==> src/rtl/l3_pkg.sv <==
// Shared definitions for the L3 snoop responder: bus/MESIF/result codes,
// FSM states, and the snoop decision function.
package l3_pkg;

   typedef enum logic [2:0] {
      OP_READ  = 3'd1,
      OP_WRITE = 3'd2,
      OP_INVAL = 3'd3,
      OP_RFO   = 3'd4,
      OP_NOP   = 3'd5
   } bus_op_e;

   typedef enum logic [2:0] {
      MS_M = 3'd0,
      MS_E = 3'd1,
      MS_S = 3'd2,
      MS_I = 3'd3,
      MS_F = 3'd4
   } mesif_e;

   typedef enum logic [1:0] {
      RES_HIT   = 2'd0,
      RES_HITM  = 2'd1,
      RES_NOHIT = 2'd2
   } res_e;

   typedef enum logic [1:0] {
      ST_IDLE,
      ST_LOOKUP,
      ST_RESPOND,
      ST_WB
   } fsm_e;

   typedef struct packed {
      logic [2:0] new_state;
      logic [1:0] res_code;
      logic       err;
   } snp_result_t;

   // Misses and unknown state codes leave the line untouched and answer NOHIT.
   function automatic snp_result_t next_state_and_result(input logic [2:0] op,
                                                         input logic       hit,
                                                         input logic [2:0] state);
      snp_result_t r;
      logic        w_present;
      r.new_state = state;
      r.res_code  = RES_NOHIT;
      r.err       = 1'b0;
      w_present   = hit && ((state == MS_M) || (state == MS_E) ||
                            (state == MS_S) || (state == MS_F));
      if (w_present) begin
         case (op)
            OP_READ: begin
               r.new_state = MS_S;
               r.res_code  = (state == MS_M) ? RES_HITM : RES_HIT;
            end
            OP_RFO: begin
               r.new_state = MS_I;
               r.res_code  = (state == MS_M) ? RES_HITM : RES_HIT;
            end
            OP_INVAL: begin
               if ((state == MS_S) || (state == MS_F)) r.new_state = MS_I;
               else                                    r.err       = 1'b1;
            end
            OP_WRITE: r.err = 1'b1;
            default: ;
         endcase
      end
      return r;
   endfunction

endpackage

==> src/rtl/l3_snoop_responder_sat_counter.sv <==
// Saturating statistics counter with synchronous clear that overrides increment.
module sat_counter #(
   parameter int unsigned CNT_W = 32
) (
   input  logic             clk,
   input  logic             rst_n,
   input  logic             inc,
   input  logic             clr,
   output logic [CNT_W-1:0] cnt
);

   logic [CNT_W-1:0] r_cnt;

   always_ff @(posedge clk or negedge rst_n) begin
      if (!rst_n)                      r_cnt <= '0;
      else if (clr)                    r_cnt <= '0;
      else if (inc && (r_cnt != '1))   r_cnt <= r_cnt + 1'b1;
   end

   assign cnt = r_cnt;

endmodule

==> src/rtl/l3_snoop_responder.sv <==
// L3 snoop responder: accepts bus snoops, looks up the tag/MESIF array,
// answers HIT/HITM/NOHIT, commits downgrades and issues HITM writebacks.
module l3_snoop_responder
   import l3_pkg::*;
#(
   parameter int unsigned ADDR_W = 32,
   parameter int unsigned WAY_W  = 4,
   parameter int unsigned CNT_W  = 32
) (
   input  logic              clk,
   input  logic              rst_n,
   input  logic              snp_valid,
   output logic              snp_ready,
   input  logic [2:0]        snp_op,
   input  logic [ADDR_W-1:0] snp_addr,
   output logic              lk_req,
   output logic [ADDR_W-1:0] lk_addr,
   input  logic              lk_hit,
   input  logic [WAY_W-1:0]  lk_way,
   input  logic [2:0]        lk_state,
   output logic              upd_en,
   output logic [ADDR_W-1:0] upd_addr,
   output logic [WAY_W-1:0]  upd_way,
   output logic [2:0]        upd_state,
   output logic              res_valid,
   output logic [1:0]        res_code,
   output logic              wb_valid,
   input  logic              wb_ready,
   output logic [2:0]        wb_op,
   output logic [ADDR_W-1:0] wb_addr,
   output logic              proto_err,
   input  logic              clr,
   output logic [CNT_W-1:0]  cnt_snoop,
   output logic [CNT_W-1:0]  cnt_hit,
   output logic [CNT_W-1:0]  cnt_hitm
);

   fsm_e              r_state;
   logic [2:0]        r_op;
   logic [ADDR_W-1:0] r_addr;

   snp_result_t       w_res;
   logic              w_respond;

   assign w_respond = (r_state == ST_RESPOND);
   assign w_res     = next_state_and_result(r_op, lk_hit, lk_state);

   always_ff @(posedge clk or negedge rst_n) begin
      if (!rst_n) begin
         r_state <= ST_IDLE;
         r_op    <= '0;
         r_addr  <= '0;
      end else begin
         case (r_state)
            ST_IDLE: begin
               if (snp_valid) begin
                  r_op    <= snp_op;
                  r_addr  <= snp_addr;
                  r_state <= ST_LOOKUP;
               end
            end
            ST_LOOKUP:  r_state <= ST_RESPOND;
            ST_RESPOND: r_state <= (w_res.res_code == RES_HITM) ? ST_WB : ST_IDLE;
            ST_WB:      if (wb_ready) r_state <= ST_IDLE;
            default:    r_state <= ST_IDLE;
         endcase
      end
   end

   assign snp_ready = (r_state == ST_IDLE);
   assign lk_req    = (r_state == ST_LOOKUP);
   assign lk_addr   = lk_req ? r_addr : '0;

   // Lookup data arrives in the RESPOND cycle, so the result path is decoded
   // from it directly rather than registered.
   assign res_valid = w_respond;
   assign res_code  = w_respond ? w_res.res_code : RES_NOHIT;
   assign proto_err = w_respond && w_res.err;
   assign upd_en    = w_respond && (w_res.new_state != lk_state);
   assign upd_addr  = upd_en ? r_addr : '0;
   assign upd_way   = upd_en ? lk_way : '0;
   assign upd_state = upd_en ? w_res.new_state : 3'd0;

   assign wb_valid  = (r_state == ST_WB);
   assign wb_op     = wb_valid ? OP_WRITE : 3'd0;
   assign wb_addr   = wb_valid ? r_addr : '0;

   sat_counter #(.CNT_W(CNT_W)) u_cnt_snoop (
      .clk   (clk),
      .rst_n (rst_n),
      .inc   (w_respond),
      .clr   (clr),
      .cnt   (cnt_snoop)
   );

   sat_counter #(.CNT_W(CNT_W)) u_cnt_hit (
      .clk   (clk),
      .rst_n (rst_n),
      .inc   (w_respond && (w_res.res_code == RES_HIT)),
      .clr   (clr),
      .cnt   (cnt_hit)
   );

   sat_counter #(.CNT_W(CNT_W)) u_cnt_hitm (
      .clk   (clk),
      .rst_n (rst_n),
      .inc   (w_respond && (w_res.res_code == RES_HITM)),
      .clr   (clr),
      .cnt   (cnt_hitm)
   );

endmodule

==> config.mk <==
export PLATFORM = sky130hd
export DESIGN_NAME = l3_snoop_responder
export DESIGN_NICKNAME = d
export VERILOG_FILES = /design/src/rtl/l3_pkg.sv /design/src/rtl/l3_snoop_responder_sat_counter.sv /design/src/rtl/l3_snoop_responder.sv
export SDC_FILE = /design/constraint.sdc
export NUM_CORES = 1
export LEC_CHECK = 0
export ABC_AREA = 1
export BUFFER_PORTS_ARGS = -buffer_cell sky130_fd_sc_hd__buf_2
export CAP_MARGIN = 20
export CORE_ASPECT_RATIO = 1.2
export CORE_UTILIZATION = 56
export DETAILED_ROUTE_END_ITERATION = 7
export PLACE_DENSITY_LB_ADDON = 0.3
export SYNTH_ARGS = -nofsm -noshare
export SYNTH_HDL_FRONTEND = slang
export SYNTH_HIERARCHICAL = 1
export SYNTH_SLANG_ARGS = --single-unit
==> constraint.sdc <==
create_clock -name clk -period 4.8 [get_ports clk]
set_clock_uncertainty 0.1 [all_clocks]
set_input_delay 0.24 -clock clk [delete_from_list [all_inputs] [get_ports clk]]
set_output_delay 0.24 -clock clk [all_outputs]
set_load 0.005 [all_outputs]
## Word-level counts from Yosys, hierarchy flattened

Cells that the tools add are included.

| operators by class | value |
|---|---|
| $add $sub $neg | 3 |
| multiply operators | 0 |
| divide/modulo/power cells | 0 |
| $lt $le $gt $ge | 0 |
| equal/unequal tests | 17 |
| shifts and indexed selects | 0 |
| multiplexer cells | 24 |
| bitwise operators | 0 |
| reduce and logical (&&, ||, !) cells | 21 |

Operators by type and width:

| kind | count |
|---|---|
| $mux 32 | 9 |
| $add 32x1->32 const B | 3 |
| $ne 32x32->1 const B | 3 |
| $mux 2 | 6 |
| $eq 3x2->1 const B | 3 |
| $pmux 3 s3 | 1 |
| $logic_and 1x1->1 | 8 |
| $pmux 2 s4 | 1 |
| $eq 3x1->1 const B | 2 |
| $eq 3x3->1 const B | 2 |
| $mux 3 | 2 |
| $mux 6 | 1 |
| $reduce_bool 2->1 | 3 |
| $eq 2x1->1 const B | 2 |
| $eq 2x2->1 const B | 2 |
| $logic_not 2->1 | 2 |
| $logic_or 1x1->1 | 4 |
| $mux 4 | 1 |
| $reduce_and 2->1 | 2 |
| $logic_not 3->1 | 1 |
| $ne 3x3->1 | 1 |
| $mux 1 | 2 |
| $ne 2x1->1 const B | 1 |
| $ne 2x2->1 const B | 1 |
| 2 further kinds | 2 |

| storage, ports and cells | value |
|---|---|
| bits in registers | 133 |
| latch bits | 0 |
| RAM bits | 0 |
| bits in read-only memories | 0 |
| input port bits | 48 |
| output and inout bits | 210 |
| word-level logic and storage cells | 71 |
| memories kept | 0 |

## Depth between registers and ports, before layout

Gate-level depths: netlist of the first run.

| depth | value |
|---|---|
| depth in word-level cells | 11 |
| depth in mapped cells | 13 |
| mapped depth without buffers | 12 |

## Modules after synthesis

The synthesis of the first run kept the hierarchy.

By module, submodules not included:

| module | instances | cells an instance | area each (um^2) | sequential area each (um^2) |
|---|---|---|---|---|
| sat_counter | 3 | 345 | 2243.4 | 800.8 |
| l3_snoop_responder | 1 | 323 | 2217.1 | 925.9 |

## Least setup slack after synthesis of the first run

OpenSTA, ideal clock, no wires.

| timing path | value |
|---|---|
| path type | register to register |
| start | register r_state[0] |
| end | register u_cnt_hit.r_cnt[25], in the netlist u_cnt_hit/cnt[25] |
| library setup time | 0.065 ns |
| arrival time | 2.250 ns |
| slack | 2.385 ns |
| cell stages (with the launch flop) | 11 |
| buffers on the path | 1 |
| period minus slack after synthesis | 2.415 ns |
| path through | dfrtp_1 nor2_1 inv_1 nor3_1 inv_1 nor2_1 inv_1 a21oi_1 buf_2 nand4_1 nand2_1 |

| between the ends | value |
|---|---|
| word-level cells in the longest chain between the ends | 4 |

Ends and longest elaborated chain:

| what | RTL line | RTL |
|---|---|---|
| start, declared | l3_snoop_responder.sv:38 | `fsm_e r_state;` |
| start signal, assigned | l3_snoop_responder.sv:63 | `ST_RESPOND: r_state <= (w_res.res_code == RES_HITM) ? ST_WB : ST_IDLE;` |
| $eq 2x2->1 | l3_snoop_responder.sv:45 | `assign w_respond = (r_state == ST_RESPOND);` |
| via res_valid | l3_snoop_responder.sv:25 | `output logic res_valid,` |
| $logic_and 1x1->1 | l3_snoop_responder.sv:99 | `.inc (w_respond && (w_res.res_code == RES_HIT)),` |
| $logic_and 1x1->1 | l3_snoop_responder_sat_counter.sv:17 | `else if (inc && (r_cnt != '1)) r_cnt <= r_cnt + 1'b1;` |
| $reduce_bool 2->1 (no line) | -- |  |
| end signal, assigned | l3_snoop_responder_sat_counter.sv:17 |  |
| end, declared | l3_snoop_responder_sat_counter.sv:12 | `logic [CNT_W-1:0] r_cnt;` |

The timed path passes the listed nets, and every way through them passes these cells.
A chain may end at the register's enable or synchronous reset.

## Worst setup path in the final report of the first run

| timing path | value |
|---|---|
| start | register r_op[2] |
| end | output port upd_addr[23] |

| between the ends | value |
|---|---|
| word-level cells in the longest chain between the ends | 6 |
| elaborated cells on any way between the ends | 8 |
| classes of those cells | eq/ne: 4; mux: 3; reduce/logical: 1 |

Ends and longest elaborated chain:

| what | RTL line | RTL |
|---|---|---|
| start, declared | l3_snoop_responder.sv:39 | `logic [2:0] r_op;` |
| start signal, assigned | l3_snoop_responder.sv:57 | `r_op <= snp_op;` |
| $eq 3x2->1, or another cell as far along | l3_pkg.sv:52 | `case (op)` |
| $pmux 3 s3 (*) | l3_pkg.sv:52 |  |
| $mux 6 (*) | l3_pkg.sv:51 | `if (w_present) begin` |
| $ne 3x3->1 (*) | l3_snoop_responder.sv:79 | `assign upd_en = w_respond && (w_res.new_state != lk_state);` |
| $logic_and 1x1->1 (*) | l3_snoop_responder.sv:79 |  |
| $mux 32 (*) | l3_snoop_responder.sv:80 | `assign upd_addr = upd_en ? r_addr : '0;` |
| end, declared | l3_snoop_responder.sv:22 | `output logic [ADDR_W-1:0] upd_addr,` |

Mark *: on every way between the ends. The rest lies on a longest branch, timed or not.

==> impl_results.md, run 1 <==
- Outcome: complete, no violations
- CP max FO: 39
- CTS Buffer Depth: 2
- DRT Wirelength: 26.7 mm
- Share of flip-flops with an asynchronous set or reset: 100%
- Vias in the first global route: 9119
- Cell row count: 50
- Total GRT Usage: 32.1%
- Syn_area_per_cell: 6.59 sq um
- Max H-tree Level: 4
- Post-Syn Instances: 1358
- Slack of the critical path: 1870 ps
- Final setup fails: 0
- Setup TNS Final: 0 ps
- Clock Latency Late Sink: 420 ps
- Register bit count reported by yosys: 133
- Post-synth top cells: nand2_1 (419), nor2_1 (289), inv_1 (137)
- Vias per cell: 5.31
- Synth area leaders: dfrtp_1 (37%), nand2_1 (18%), nor2_1 (12%), nand3_1 (6.0%), inv_1 (5.7%)
- Clk root buf: clkbuf_16
- CTS clk-pin slew, worst paths: 60 ps
- Antenna-violating nets left: 0
- Tcrit/Tclk final: 61.0%
- Die ar.: 0.0165 sq mm
- Dpl hpwl: 18.5 mm
- Initial antenna violation count: 3
- Syn Std Cell Area: 0.00895 sq mm
- Fill count: 1304
- Area of the core: 0.0156 sq mm
- Fmax: 0.342 GHz
- Relative slew slack: 31.4%
- Crit Path Class: flip-flop to primary output
- First-pass GRT wire length: 42.8 mm
- Startpoint types: flip-flop
- Vias: 9848
- Yosys warns: 6
- HP Class: input pin to flip-flop
- Buffers added on ports: 254
- Initial DRT Pass Iterations: 7
- Post-synth EDFFs: 0
- Fin util: 72.4%
- Worst endpoint required time: 4460 ps
- DR iter-0 viols: 909
- Post-synth top area share: 37.2%
- Clock sinks: 133
- Worst hold slack: 20.8 ps
- CTS tree: yes
- Least-Margin Pin Slew: 1030 ps
- # nets final: 1682
- Post-CTS setup buffers: 0
- Worst Setup End Kind: primary output
- LEAKAGE: 0.00612 uW
- Post-synthesis sequential area ratio: 37.2%
- Die Span Y: 140 um
- Die width: 117 um
- Post-Place Cell Area: 0.0103 sq mm
- TritonCTS Buffers: 17
- Total gr overflow: 0
- Global placement routability congestion: 0.910
- Routed WL per cell: 14.4 um
- RSZ-0062 raised after global routing: false
- VDD IR max: 0.000297 V
- Design area: 0.0113 sq mm
- Yosys cell types: 38
- Final Slew Violations: 0
- Leading area contributor after synthesis: dfrtp_1
- Layout cells sized above 1: 22.3%
- Synthesis-to-layout area growth: 26.5%
- # resized after CTS: 0
- Boundary Pins: 258
- Max-cap violation count: 0
- Predominant post-synthesis flop cell: dfrtp_1
- Largest net degree at the start of global routing: 97
- # DRC: 0
- Most frequent cell after synthesis: nand2_1
- Hold buffer count at CTS: 35
- Setup WS pre-CTS: 1670 ps
- Crit path DAT: 2590 ps
- Starting density of the core: 57.2%
- Pwr dens: 346 mW/mm^2
- Final Hold Fails: 0
- Min Clock Period, post-route: 2930 ps
## power breakdown
group	internal, uW	switching, uW	leakage, uW	total, uW
Sequential	1270	59.3	0.00175	1330
Clock	979	507	0.000325	1490
Combinational	371	726	0.00405	1100
Total	2620	1290	0.00612	3920
## layout by cell type (no fill, tap or decap), types with 4 or more instances in the layout
cell,n
bufinv_16,5
inv_1,137
nand2_4,9
o21ai_1,30
nor2_1,289
nor2_4,14
dlygate4sd3_1,35
clkbuf_16,17
nand2_2,11
o21ai_0,14
a21oi_1,47
xnor2_1,12
nor2_2,13
dfrtp_1,133
nand2_1,418
buf_4,6
or2_2,4
nand4_1,24
xor2_1,15
buf_2,253
inv_2,10
nand3_1,107
clkbuf_8,4
## final cells by class
type,instances,area [sq um],share of cell area (%)
repair buffers,297,1720,15.2
clock inverters,11,196,1.74
flip-flops and latches,133,3330,29.4
diodes,3,7.51,0.0663
inverters,147,552,4.88
clock buffers,21,480,4.24
multi-input cells,1035,4770,42.2
well taps,208,260,2.30
## flip-flops by register name, summed over array words and instances, names as in the netlist
signal	count
r_addr	32
u_cnt_hit/cnt	32
u_cnt_hitm/cnt	32
u_cnt_snoop/cnt	32
r_op	3
r_state	2
## final timing paths
path                                                    to  depth (start not counted)                    from  slack, ps
setup reg to reg            u_cnt_hitm/cnt[25]$_DFFE_PN0P_                         10  r_state[0]$_DFFE_PN0P_       2080
hold / removal                      r_addr[17]$_DFFE_PN0P_                          3            snp_addr[17]         20
max in group asynchronous   u_cnt_hitm/cnt[16]$_DFFE_PN0P_                          3                   rst_n       3110
setup / recovery                              upd_addr[23]                         11     r_op[2]$_DFFE_PN0P_       1870
min in group asynchronous  u_cnt_snoop/cnt[29]$_DFFE_PN0P_                          2                   rst_n        370
hold reg to reg                     r_addr[24]$_DFFE_PN0P_                          2  r_addr[24]$_DFFE_PN0P_        450
## critical path, cell delays in order, from the launching register on
cell,delay [ps]
dfrtp_1,400
inv_1,100
nor3_2,230
o21ai_2,120
inv_2,70
nand2_1,60
nand2_1,60
nand2_1,50
nand2_1,70
nand2_2,540
nor2_1,310
buf_2,170
## per-layer routing
layer	up-vias	wire length [um]	track usage, %	share of wire (%)
li1	4756	-	-	-
met1	4574	10500	37.4	39
met2	465	13500	56.2	51
met3	53	1950	7.25	7.3
met4	0	698	14.4	2.6
met5	-	0	0	0
## logic make-up (layout without fill, tap and decap cells)
| kind of cell | count (synthesis) | after routing | synth area share [%] |
|---|---|---|---|
| AO/OA/AOI/OAI | 100 | 100 | 6.00 |
| XOR/XNOR | 27 | 27 | 2.64 |
| adder cells (fa/ha/maj) | 3 | 3 | 0.420 |
| buffers and inverters | 192 | 476 | 9.57 |
| flip-flops | 133 | 133 | 37.2 |
| other | 1 | 6 | 0.0419 |
| AND/OR/NAND/NOR | 902 | 902 | 44.1 |
## metrics by stage
step | power (uW) | std cells
after floorplan | 2000 | 1360
after global placement | 2350 | 1780
after detailed placement | 2400 | 1783
after CTS | 3910 | 1850
after global routing | 4090 | 1853
final | 3920 | 1855
(Power assumes the default switching activity.)
==> run 2: changes to the inputs <==
--- a/config.mk
+++ b/config.mk
@@ -9,7 +9,7 @@
 export BUFFER_PORTS_ARGS = -buffer_cell sky130_fd_sc_hd__buf_2
 export CAP_MARGIN = 20
 export CORE_ASPECT_RATIO = 1.2
-export CORE_UTILIZATION = 56
+export CORE_UTILIZATION = 53
 export DETAILED_ROUTE_END_ITERATION = 7
 export PLACE_DENSITY_LB_ADDON = 0.3
 export SYNTH_ARGS = -nofsm -noshare
==> constraint.sdc (replaced) <==
create_clock -name clk -period 2.76 [get_ports clk]
set_clock_uncertainty 0.1 [all_clocks]
set_input_delay 0.138 -clock clk [delete_from_list [all_inputs] [get_ports clk]]
set_output_delay 0.138 -clock clk [all_outputs]
set_load 0.005 [all_outputs]
==> run 2 against run 1 <==
  * Sequential share of layout area grew 0.095 points
  * Core utilization is 3.6 points lower
  * Clock-buffer cell count grew 1
  * Worst setup slack worse by 1500 ps
  * Sequential power up 74%
  * Die area up 5.6%
  * Largest cell class unchanged
==> impl_results.md, run 2 (synthesized netlist as in run 1, its figures left out) <==
- Clock share of power: 35.4% (was 38.0%)
- LEAKAGE: 0.00611 uW (was 0.00612 uW)
- Layout cells sized above 1: 22.4% (was 22.3%)
- Worst endpoint required time: 2970 ps (was 4460 ps)
- Die Span Y: 144 um (was 140 um)
- # nets final: 1690 (was 1682)
- CP max-delay cell: dfrtp_1 (was nand2_2)
- Tcrit/Tclk final: 87.8%
- Most frequent cells in the layout: nand2_1 (418), nor2_1 (289), buf_2 (253), inv_1 (137), dfrtp_1 (133) (unchanged)
- Post-CTS setup buffers: 0 (unchanged)
- Vias: 9737 (was 9848)
- CTS clk-pin slew, worst paths: 60 ps (about the same)
- Starting density of the core: 54.6% (was 57.2%)
- Vias per cell: 5.22 (was 5.31)
- TritonCTS Buffers: 17 (unchanged)
- Max H-tree Level: 4 (unchanged)
- Global placement routability congestion: 0.907 (was 0.910)
- Crit path DAT: 2630 ps (was 2590 ps)
- Initial antenna violation count: 2 (was 3)
- Clk root buf: clkbuf_16 (unchanged)
- Synthesis-to-layout area growth: 26.1% (was 26.5%)
- CP top delay family: simple AND/OR/NAND/NOR gates (unchanged)
- Fmax: 0.413 GHz
- Post-placement cell count: 1794 (was 1783)
- Crit Path Class: flip-flop to flip-flop (was flip-flop to primary output)
- Clock sinks: 133 (unchanged)
- Final Slew Violations: 0 (unchanged)
- Total power: 6510 uW (was 3920 uW)
- Final setup fails: 0 (unchanged)
- Die ar.: 0.0174 sq mm (was 0.0165 sq mm)
- Relative slew slack: 56.0% (was 31.4%)
- Least-Margin Pin Slew: 659 ps (was 1030 ps)
- Register share of total power: 35.6% (was 34.0%)
- Worst path bufs/invs: 3 (unchanged)
- CTS tree: yes (unchanged)
- Startpoint types: flip-flop (unchanged)
- Max-cap violation count: 0 (unchanged)
- Vias in the first global route: 8742 (was 9119)
- Int Pwr: 4310 uW (was 2620 uW)
- Die width: 121 um (was 117 um)
- Boundary Pins: 258 (unchanged)
- # DRC: 0 (unchanged)
- Largest net degree at the start of global routing: 74 (was 97)
- CP max FO: 21 (was 39)
- DR iter-0 viols: 905 (was 909)
- Combinational share of power: 29.0% (was 28.0%)
- Total gr overflow: 0 (unchanged)
- Dpl hpwl: 18.4 mm (was 18.5 mm)
- Worst stage delay on the critical path: 390 ps (was 540 ps)
- Total GRT Usage: 30.3% (was 32.1%)
- Min Clock Period, post-route: 2420 ps
- Outcome: complete, no violations (unchanged)
- Worst-path cell chain: inv_1 -> nor3_2 -> o21ai_2 -> nor3_1 -> inv_1 -> nor2_1 -> nand2_8 -> nand2_4 -> inv_2 -> nand2_1 -> nand2_1 (was inv_1 -> nor3_2 -> o21ai_2 -> inv_2 -> nand2_1 -> nand2_1 -> nand2_1 -> nand2_1 -> nand2_2 -> nor2_1 -> buf_2)
- Area of the core: 0.0164 sq mm (was 0.0156 sq mm)
- HP Class: input pin to flip-flop (unchanged)
- Pwr dens: 577 mW/mm^2 (was 346 mW/mm^2)
- Worst Setup End Kind: flip-flop (was primary output)
- Switch share: 33.8% (was 33.0%)
- Setup TNS Final: 0 ps (unchanged)
- Final Hold Fails: 0 (unchanged)
- DRT Wirelength: 26.4 mm (was 26.7 mm)
- Commonest non-fill, non-tap cell in the layout: nand2_1 (unchanged)
- Fill count: 1394 (was 1304)
- Cell row count: 51 (was 50)
- Antenna-violating nets left: 0 (unchanged)
- Finished Layout Cells: 1864 (was 1855)
- CTS Buffer Depth: 2 (unchanged)
- First-pass GRT wire length: 41.9 mm (was 42.8 mm)
- Routed WL per cell: 14.2 um (was 14.4 um)
- Clock Latency Late Sink: 420 ps (about the same)
- Initial DRT Pass Iterations: 6 (was 7)
- Buffers added on ports: 254 (unchanged)
- RSZ-0062 raised after global routing: false (unchanged)
- VDD IR max: 0.000428 V (was 0.000297 V)
- P_sw: 2200 uW (was 1290 uW)
- Fin util: 68.8% (was 72.4%)
[run 2: per-stage QoR]
stage / cell area, sq um / hold slack (ps) / setup slack, ps
after floorplan: 8950 / -258 / 345
after global placement: 10300 / 45.2 / 460
after detailed placement: 10300 / 52.1 / 365
after CTS: 11300 / 13.8 / 245
after global routing: 11300 / 49.6 / 75.8
final: 11300 / 29.6 / 337
[run 2: worst register-to-register path: stages, from the launching register on]
cell and delay (ps):
dfrtp_1 390, inv_1 100, nor3_2 260, o21ai_2 110, nor3_1 180, inv_1 90, nor2_1 330, nand2_8 120
nand2_4 220, inv_2 230, nand2_1 130, nand2_1 50
[run 2: path summary, 6_finish.rpt]
| check | slack, ps | depth (start not counted) | endpoint | start |
|---|---|---|---|---|
| setup / recovery | 340 | 11 | u_cnt_hit/cnt[29]$_DFFE_PN0P_ | r_op[2]$_DFFE_PN0P_ |
| min in group asynchronous | 160 | 2 | u_cnt_snoop/cnt[27]$_DFFE_PN0P_ | rst_n |
| hold reg to reg | 450 | 2 | r_addr[10]$_DFFE_PN0P_ | r_addr[10]$_DFFE_PN0P_ |
| hold / removal | 30 | 4 | u_cnt_hit/cnt[12]$_DFFE_PN0P_ | clr |
| max in group asynchronous | 1600 | 3 | u_cnt_hitm/cnt[17]$_DFFE_PN0P_ | rst_n |
| setup reg to reg | 340 | 11 | u_cnt_hit/cnt[29]$_DFFE_PN0P_ | r_op[2]$_DFFE_PN0P_ |
[run 2: power by group through the flow]
stage / logic (uW) / registers (uW) / clock network (uW)
2_1_floorplan: 1150 / 2330 / 0
3_3_place_gp: 1770 / 2330 / 0
3_5_place_dp: 1800 / 2350 / 0
4_1_cts: 1860 / 2310 / 2340
5_1_grt: 2080 / 2350 / 2430
6_report: 1890 / 2310 / 2310
[run 2: repair_timing]
item	CTS	global route
hold endpoints to repair	97	0
endpoints found under the setup margin	0	21
hold buffers	37	0
resized for setup	0	1
[run 2: cell type report]
cell class,instances,area [sq um],area share [%]
multi-input cells,1035,4770,42.3
flip-flops and latches,133,3330,29.5
repair buffers,305,1770,15.7
inverters,147,552,4.89
clock buffers,22,464,4.11
well taps,212,265,2.35
clock inverters,9,128,1.13
diodes,1,2.50,0.0222
[run 2: metal layers]
metal  wire length [um]  GRT usage (%)  vias up
met5                 13              0        -
met4                611           11.4        2
met3               1910           6.66       47
met2              13300           53.6      448
met1              10600           35.9     4481
li1                   -              -     4759
==> run 3: changes to the inputs <==
--- a/config.mk
+++ b/config.mk
@@ -9,7 +9,7 @@
 export BUFFER_PORTS_ARGS = -buffer_cell sky130_fd_sc_hd__buf_2
 export CAP_MARGIN = 20
 export CORE_ASPECT_RATIO = 1.2
-export CORE_UTILIZATION = 53
+export CORE_UTILIZATION = 40
 export DETAILED_ROUTE_END_ITERATION = 7
 export PLACE_DENSITY_LB_ADDON = 0.3
 export SYNTH_ARGS = -nofsm -noshare
==> run 3 against run 2 <==
  * The flow now finishes with violations (design-rule violations)
  * Largest cell class unchanged
  * Critical endpoint is now upd_addr[11]
  * Die area is 32% higher
  * Non-clock buffer count up 3
  * Clock power up 4%
==> impl_results.md, run 3 (synthesized netlist as in run 1, its figures left out) <==
- Outcome: finished, violations left (was complete, no violations)
- Violated checks: design-rule violations
- Final setup fails: 0 (unchanged)
- Relative slew slack: 37.5% (was 56.0%)
- Vias in the first global route: 8881 (was 8742)
- Global placement routability congestion: 0.918 (was 0.907)
- Tcrit/Tclk final: 91.1% (was 87.8%)
- Die ar.: 0.0230 sq mm (was 0.0174 sq mm)
- Clock sinks: 133 (unchanged)
- Fmax: 0.398 GHz (was 0.413 GHz)
- # nets final: 1693 (was 1690)
- CTS tree: yes (unchanged)
- Startpoint types: flip-flop (unchanged)
- Total gr overflow: 0 (unchanged)
- Worst path bufs/invs: 4 (was 3)
- Worst Setup End Kind: primary output (was flip-flop)
- Post-CTS setup buffers: 0 (unchanged)
- Design area: 0.0114 sq mm (was 0.0113 sq mm)
- Clk root buf: clkbuf_16 (unchanged)
- Total GRT Usage: 23.5% (was 30.3%)
- Initial DRT Pass Iterations: 8 (was 6)
- Area of the core: 0.0218 sq mm (was 0.0164 sq mm)
- Largest net degree at the start of global routing: 77 (was 74)
- Max H-tree Level: 4 (unchanged)
- Crit Path Class: flip-flop to primary output (was flip-flop to flip-flop)
- Die Span Y: 166 um (was 144 um)
- First-pass GRT wire length: 43.9 mm (was 41.9 mm)
- Min Clock Period, post-route: 2510 ps (was 2420 ps)
- DR iter-0 viols: 606 (was 905)
- Buffers added on ports: 254 (unchanged)
- Setup TNS Final: 0 ps (unchanged)
- # DRC: 18 (was 0)
- Final Slew Violations: 0 (unchanged)
- CTS Buffer Depth: 2 (unchanged)
- Most Frequent Cell on Critical Path: nand2_1
- Initial antenna violation count: 0 (was 2)
- LEAKAGE: 0.00614 uW (was 0.00611 uW)
- Post-Place Cell Area: 0.0104 sq mm (was 0.0103 sq mm)
- Worst stage delay on the critical path: 390 ps (about the same)
- Max-cap violation count: 0 (unchanged)
- Starting density of the core: 41.1% (was 54.6%)
- GR peak layer: met2 (unchanged)
- Most frequent cells in the layout: nand2_1 (418), nor2_1 (288), buf_2 (253), inv_1 (137), dfrtp_1 (133) (was nand2_1 (418), nor2_1 (289), buf_2 (253), inv_1 (137), dfrtp_1 (133))
- RSZ-0062 raised after global routing: false (unchanged)
- Commonest non-fill, non-tap cell in the layout: nand2_1 (unchanged)
- CP max-delay cell: dfrtp_1 (unchanged)
- Cell row count: 59 (was 51)
- Worst-path cell chain: inv_1 -> nor3_2 -> o21ai_2 -> inv_2 -> nand2_1 -> nand2_1 -> nand2_1 -> nand2_1 -> nand2_2 -> buf_12 -> nor2_1 -> buf_2 (was inv_1 -> nor3_2 -> o21ai_2 -> nor3_1 -> inv_1 -> nor2_1 -> nand2_8 -> nand2_4 -> inv_2 -> nand2_1 -> nand2_1)
- Met1 usage: 28.7% (was 35.9%)
- Boundary Pins: 258 (unchanged)
- Worst endpoint required time: 2520 ps (was 2970 ps)
- CP max FO: 35 (was 21)
- VDD IR max: 0.000430 V (was 0.000428 V)
- Final Hold Fails: 0 (unchanged)
- Total power: 6600 uW (was 6510 uW)
- Slack of the critical path: 247 ps (was 337 ps)
- Dpl hpwl: 19.0 mm (was 18.4 mm)
- Die width: 139 um (was 121 um)
- TritonCTS Buffers: 17 (unchanged)
- Diode count: 0 (was 1)
- Layout cells sized above 1: 22.6% (was 22.4%)
- DRT Wirelength: 26.7 mm (was 26.4 mm)
- Vias: 9535 (was 9737)
- Pwr dens: 578 mW/mm^2 (was 577 mW/mm^2)
- Routed WL per cell: 13.9 um (was 14.2 um)
- Crit path DAT: 2280 ps (was 2630 ps)
- Synthesis-to-layout area growth: 27.7% (was 26.1%)
- HP Class: input pin to flip-flop (unchanged)
- Antenna-violating nets left: 0 (unchanged)
- Fill count: 2127 (was 1394)
- Met2 usage: 41.5% (was 53.6%)
- Least-Margin Pin Slew: 936 ps (was 659 ps)
- CTS clk-pin slew, worst paths: 50 ps (was 60 ps)
- Vias per cell: 4.94 (was 5.22)
- Met3 global-route usage: 3.89% (was 6.66%)
- Clock Latency Late Sink: 430 ps (was 420 ps)
- CP top delay family: simple AND/OR/NAND/NOR gates (unchanged)
- Setup WS pre-CTS: 249 ps (was 365 ps)
[run 3: through the flow]
step | cells | hold slack [ps] | util, %
global placement | 1857 | -121 | 47.8
global route | 1929 | 164 | 52.5
detailed placement | 1858 | -119 | 47.8
CTS | 1929 | 94.1 | 52.4
finish | 1929 | 107 | 52.5
floorplan | 1360 | -258 | -
[run 3: worst paths after layout]
check	startpoint	end	slack (ps)	cells after the start
min reg2reg	r_addr[2]$_DFFE_PN0P_	r_addr[2]$_DFFE_PN0P_	450	2
max	r_op[2]$_DFFE_PN0P_	upd_addr[11]	250	12
max reg2reg	r_op[2]$_DFFE_PN0P_	u_cnt_hit/cnt[19]$_DFFE_PN0P_	370	11
min	lk_state[2]	r_state[1]$_DFFE_PN0P_	110	4
min in group asynchronous	rst_n	u_cnt_snoop/cnt[22]$_DFFE_PN0P_	540	3
max in group asynchronous	rst_n	u_cnt_snoop/cnt[26]$_DFFE_PN0P_	1060	4
[run 3: repair_timing]
item	in CTS	in global routing
endpoints found under the setup margin	0	19
hold buffers	39	0
hold endpoints to repair	170	0
resized for setup	0	1
[run 3: layer usage]
metal / part of all wire, % / up-vias
met1: 43 / 4390
met2: 50 / 319
met5: 0 / -
met4: 1.9 / 0
met3: 5.2 / 43
li1: - / 4783
[run 3: area by class of cell]
type,instances,area [sq um],share of cell area (%)
Multi-Input combinational cell,1035,4780,41.8
Sequential cell,133,3330,29.1
Timing Repair Buffer,308,1810,15.8
Inverter,147,552,4.83
Clock buffer,21,470,4.12
Tap cell,274,343,3.00
Clock inverter,11,149,1.30
[run 3: tightest hold or removal path, cell delays in order]
cell and delay, ps:
buf_2 130, nor2_1 80, nand2_1 140, nand3_1 80
[run 3: power breakdown]
part	total, uW	internal, uW	switching (uW)	leakage (uW)
Combinational	1880	651	1230	0.00409
Sequential	2310	2210	97.6	0.00175
Clock	2410	1500	910	0.000296
Total	6600	4360	2240	0.00614
